<file path="config.mk">
export PLATFORM = sky130hd
export DESIGN_NAME = mips_pipe_stage
export DESIGN_NICKNAME = d
export VERILOG_FILES = /design/src/rtl/mips_pkg.sv /design/src/rtl/mips_pipe_stage.sv
export SDC_FILE = /design/constraint.sdc
export NUM_CORES = 1
export LEC_CHECK = 0
export CORE_ASPECT_RATIO = 1.4
export CORE_UTILIZATION = 50
export CTS_BUF_LIST = sky130_fd_sc_hd__clkbuf_8
export DETAILED_ROUTE_END_ITERATION = 12
export GPL_TIMING_DRIVEN = 0
export PLACE_DENSITY = 0.91
export SLEW_MARGIN = 20
export SYNTH_ARGS = -nofsm -noshare
export SYNTH_HDL_FRONTEND = slang
export SYNTH_SLANG_ARGS = --single-unit
</file>
<file path="constraint.sdc">
create_clock -name clk -period 6.1 [get_ports clk]
set_clock_uncertainty 0.2 [all_clocks]
set_input_delay 0.61 -clock clk [delete_from_list [all_inputs] [get_ports clk]]
set_output_delay 0.61 -clock clk [all_outputs]
set_load 0.01 [all_outputs]
</file>
<file path="src/rtl/mips_pkg.sv">
// rtl/mips_pkg.sv - shared MIPS pipeline constants, stage state encoding and ctrl bit indices
package mips_pkg;

   localparam int MIPS_REG_DATA_W = 32;
   localparam int MIPS_REG_ADDR_W = 5;

   localparam logic [1:0] ST_EMPTY = 2'd0;
   localparam logic [1:0] ST_ONE   = 2'd1;
   localparam logic [1:0] ST_TWO   = 2'd2;

   // ID/EX control field
   localparam int IDEX_CTRL_REGDST   = 0;
   localparam int IDEX_CTRL_ALUSRC   = 1;
   localparam int IDEX_CTRL_MEMREAD  = 2;
   localparam int IDEX_CTRL_MEMWRITE = 3;
   localparam int IDEX_CTRL_BRANCH   = 4;
   localparam int IDEX_CTRL_REGWRITE = 5;
   localparam int IDEX_CTRL_MEMTOREG = 6;
   localparam int IDEX_CTRL_W        = 7;

   localparam int EXMEM_CTRL_MEMREAD  = 0;
   localparam int EXMEM_CTRL_MEMWRITE = 1;
   localparam int EXMEM_CTRL_BRANCH   = 2;
   localparam int EXMEM_CTRL_REGWRITE = 3;
   localparam int EXMEM_CTRL_MEMTOREG = 4;
   localparam int EXMEM_CTRL_W        = 5;

   localparam int MEMWB_CTRL_REGWRITE = 0;
   localparam int MEMWB_CTRL_MEMTOREG = 1;
   localparam int MEMWB_CTRL_W        = 2;

   typedef struct packed {
      logic [MIPS_REG_DATA_W-1:0] r_data;
      logic [MIPS_REG_DATA_W-1:0] alu_result;
      logic [MIPS_REG_ADDR_W-1:0] dest;
   } memwb_data_t;

   localparam int MEMWB_DATA_W = $bits(memwb_data_t);

endpackage

</file>
<file path="src/rtl/mips_pipe_stage.sv">
// rtl/mips_pipe_stage.sv - pipeline boundary register with valid/ready, flush, optional skid slot
module mips_pipe_stage
   import mips_pkg::*;
#(
   parameter int CTRL_W  = 2,
   parameter int DATA_W  = 69,
   parameter int SKID_EN = 1,
   parameter int CNT_W   = 16
) (
   input  logic              clk,
   input  logic              rstn,
   input  logic              flush,
   input  logic              in_valid,
   output logic              in_ready,
   input  logic [CTRL_W-1:0] in_ctrl,
   input  logic [DATA_W-1:0] in_data,
   output logic              out_valid,
   input  logic              out_ready,
   output logic [CTRL_W-1:0] out_ctrl,
   output logic [DATA_W-1:0] out_data,
   output logic [CNT_W-1:0]  stall_cnt
);

   logic [1:0]        r_state;
   logic [1:0]        w_state_nxt;
   logic [CTRL_W-1:0] r_main_ctrl;
   logic [DATA_W-1:0] r_main_data;
   logic [CTRL_W-1:0] w_skid_ctrl;
   logic [DATA_W-1:0] w_skid_data;
   logic [CNT_W-1:0]  r_stall_cnt;
   logic              w_in_ready;
   logic              w_accept;
   logic              w_drain;
   logic              w_main_from_in;
   logic              w_main_from_skid;

   assign out_valid = (r_state != ST_EMPTY);
   assign w_accept  = in_valid & w_in_ready;
   assign w_drain   = out_valid & out_ready;
   assign in_ready  = w_in_ready;
   assign out_ctrl  = r_main_ctrl & {CTRL_W{out_valid}};
   assign out_data  = r_main_data;
   assign stall_cnt = r_stall_cnt;

   always_comb begin
      w_state_nxt = r_state;
      if (flush) begin
         w_state_nxt = ST_EMPTY;
      end else begin
         case (r_state)
            ST_EMPTY: if (w_accept) w_state_nxt = ST_ONE;
            ST_ONE: begin
               if (w_accept && !w_drain)
                  w_state_nxt = (SKID_EN != 0) ? ST_TWO : ST_ONE;
               else if (!w_accept && w_drain)
                  w_state_nxt = ST_EMPTY;
            end
            ST_TWO:   if (w_drain) w_state_nxt = ST_ONE;
            default:  w_state_nxt = ST_EMPTY;
         endcase
      end
   end

   // Main slot loads from the input when it is (or is becoming) the head, else from skid.
   assign w_main_from_in   = !flush && w_accept &&
                             ((r_state == ST_EMPTY) || ((r_state == ST_ONE) && w_drain));
   assign w_main_from_skid = !flush && (r_state == ST_TWO) && w_drain;

   always_ff @(posedge clk or negedge rstn) begin
      if (!rstn) begin
         r_state     <= ST_EMPTY;
         r_main_ctrl <= '0;
         r_main_data <= '0;
      end else begin
         r_state <= w_state_nxt;
         if (flush) begin
            r_main_ctrl <= '0;
         end else if (w_main_from_in) begin
            r_main_ctrl <= in_ctrl;
            r_main_data <= in_data;
         end else if (w_main_from_skid) begin
            r_main_ctrl <= w_skid_ctrl;
            r_main_data <= w_skid_data;
         end
      end
   end

   always_ff @(posedge clk or negedge rstn) begin
      if (!rstn)
         r_stall_cnt <= '0;
      else if (out_valid && !out_ready && (r_stall_cnt != {CNT_W{1'b1}}))
         r_stall_cnt <= r_stall_cnt + 1'b1;
   end

   generate
      if (SKID_EN != 0) begin : g_skid
         logic [CTRL_W-1:0] r_skid_ctrl;
         logic [DATA_W-1:0] r_skid_data;
         logic              r_in_ready;

         // Registered ready keeps out_ready off the upstream combinational path.
         always_ff @(posedge clk or negedge rstn) begin
            if (!rstn) begin
               r_skid_ctrl <= '0;
               r_skid_data <= '0;
               r_in_ready  <= 1'b1;
            end else begin
               r_in_ready <= (w_state_nxt != ST_TWO);
               if (flush) begin
                  r_skid_ctrl <= '0;
               end else if ((r_state == ST_ONE) && w_accept && !w_drain) begin
                  r_skid_ctrl <= in_ctrl;
                  r_skid_data <= in_data;
               end
            end
         end

         assign w_skid_ctrl = r_skid_ctrl;
         assign w_skid_data = r_skid_data;
         assign w_in_ready  = r_in_ready;
      end else begin : g_noskid
         assign w_skid_ctrl = '0;
         assign w_skid_data = '0;
         assign w_in_ready  = out_ready | ~out_valid;
      end
   endgenerate

endmodule
</file>
==> results.cfg <==
[synth]
syn-mean-instance-area_sq_um = 12.58
synth_cell_types = 34
syn_nets = 626
synth-seq-area-share = 0.5835
synth_top_area_share = 0.5797
synth_edf_count = 0
async_flop_share = 1.000
synth_largest_area_cell = dfrtp_1
netlist_instances = 549
synth.top_cells.by_count = dfrtp_1, mux2i_1, a21oi_1, nor2_1, mux2_1
ys_ff_latch = 161
synth_most_common_cell = dfrtp_1
ys_top_cells_by_area = dfrtp_1, mux2i_1, mux2_1, a21oi_1, nor2_1
netlist_area_sq_um = 6907
yosys_most_used_dff = dfrtp_1
yosys_warnings = 0

[floorplanning]
num_rows = 50
die_area_sq_um = 14290
io_pins = 165
design.core.area_sq_um = 13450
fp.dieH_um = 141.1
die_x_um = 101.3
start_util = 0.5135

[drt]
first_pass_iters = 4
vias_per_cell = 5.291
wirelength_mm = 16.14
ant_nets = 0
drt_first_iter_violations = 118
routed-via-count = 4910
routedWlPerCell_um = 17.39
remaining_drc_errors = 0

[global_routing]
grt.busiest_layer = met2
use_met1 = 0.2743
grt_pass1_wl_mm = 26.38
grt_pass1_vias = 5299
grt_use_met2 = 0.4253
gr-usage-met3 = 0.06396
grt_max_degree = 87
overflow = 0
grt.total_usage = 0.2383
grt_antenna_before_repair = 0

[cts]
cts.sinks = 161
clockBufferDepth = 2
cts_tree = done
post-cts-setup-buffer-count = 0
cts.root.buffer_cell = clkbuf_8
insertion_delay_ns = 0.43
cts_made_buffers = 17
htree_levels = 4
cts_repair_resize_count = 0
path_clk_slew_ns = 0.08

[timing]
min_period_ns = 2.711
rsz0062_at_grt = no
setup_violations = 0
fmax_ghz = 0.3688
worst_hold_slack_ns = 0.2879
setup_ws_ns = 3.389
hold_viol_final = 0
finalCritPeriodShare = 0.4445
worst_pin_slew_ns = 0.6475
setup_tns_ns = 0
relSlewSlack = 0.5683
maxSlewViolCount = 0

[critical_path]
crit_arrival_ns = 1.90
path_max_fanout = 8
startpoint_type = flop
crit_chain = or2_2 -> and2_1 -> clkdlybuf4s50_1
setup.worst_path.class = flop to primary output
cpLargestDelayFamily = simple AND/OR/NAND/NOR gates
worst_ep_required_time_ns = 5.29
max_stage_delay_ns = 0.48
end_kind = primary output
crit_slowest_cell = clkdlybuf4s50_1
worst-path-buf-inv = 1

[finish]
nNetsFinal = 810
num_antenna_cells = 0
drive_above_1_share = 0.09786
fin_cells = 928
syn_to_final_growth_pct = 32.86

[placed_design]
gp_congestion = 0.8369
dp_cells = 895
pre_cts_slack_ns = 3.107
post-dp-hpwl_mm = 11.87
portBuffers = 163

[power_and_ir_drop]
power.density_nw_per_um2 = 336.4
max-vdd-ir-drop_mv = 0.2452
total_power_uw = 3087
leakage_uw = 0.003919

[job]
drv_cap = 0

[hold_path]
hold_path_class = flop to flop

[status]
outcome = completed
==> through the flow <==
stage | instance area [sq um] | utilization
floorplan | 6907 | -
CTS | 9176 | 0.6822
detailed placement | 8798 | 0.6541
global placement | 8766 | 0.6517
finish | 9176 | 0.6822
global route | 9176 | 0.6822
==> final cells by class <==
type | instances | area, sq um
plain buffers | 33 | 212.7
clock buffers | 18 | 247.7
clock inverters | 14 | 120.1
fillers | 974 | 4274
inverters | 2 | 7.507
multi-input cells | 353 | 2656
flip-flops and latches | 161 | 4030
well taps | 182 | 227.7
repair buffers | 165 | 1674
==> report_power, final <==
group	total, uW	switching [uW]	internal (uW)
clock network	732	424	307
logic	849	358	491
registers	1510	168	1340
total	3090	950	2140
==> cell usage in the layout (no fill, tap or decap), types with 7 or more instances in the layout <==
master             n
a21oi_1           74
buf_2             17
buf_6              9
clkbuf_1           7
clkbuf_8          18
clkdlybuf4s50_1  162
dfrtp_1          160
mux2_1            60
mux2_4            10
mux2i_1           75
nand2_1            8
nor2_1            74
xnor2_1           11
==> path summary, 6_finish.rpt <==
kind                                   startpoint                     end  slack (ns)  cells past startpoint
setup / recovery                       r_state[1]             out_ctrl[0]        3.39                      3
hold / removal             g_skid.r_skid_data[48]  g_skid.r_skid_data[48]        0.29                      1
setup reg to reg                     stall_cnt[0]            stall_cnt[3]        3.78                      6
hold reg to reg            g_skid.r_skid_data[48]  g_skid.r_skid_data[48]        0.29                      1
max in group asynchronous                    rstn                in_ready        4.36                      3
min in group asynchronous                    rstn  g_skid.r_skid_data[18]        0.55                      2
==> registers in the layout, indices dropped and copies added, names as in the netlist <==
signal	cells
g_skid.r_skid_ctrl	2
g_skid.r_skid_data	69
in_ready	1
out_data	69
r_main_ctrl	2
r_state	2
stall_cnt	16
==> metal layers <==
metal / part of all wire / wire (um)
met5: 0 / 0
met3: 0.053 / 859
met1: 0.40 / 6398
met4: 0.017 / 280
met2: 0.53 / 8602
==> repair_timing <==
action | CTS | global route
endpoints found under the setup margin | 0 | 0
hold endpoints to repair | 70 | 0
hold buffers | 1 | 0
==> cells by family (layout without fill, tap and decap cells) <==
| family | count (synthesis) | after routing | synth area share |
|---|---|---|---|
| adder cells (fa/ha/maj) | 1 | 1 | 0.001811 |
| XOR/XNOR | 15 | 15 | 0.01902 |
| buffers and inverters | 35 | 232 | 0.03189 |
| multiplexers | 145 | 145 | 0.2283 |
| flip-flops | 161 | 161 | 0.5835 |
| AO/OA/AOI/OAI | 78 | 78 | 0.06033 |
| AND/OR/NAND/NOR | 114 | 114 | 0.07518 |
Note: power is estimated with default switching activity, not from simulation.
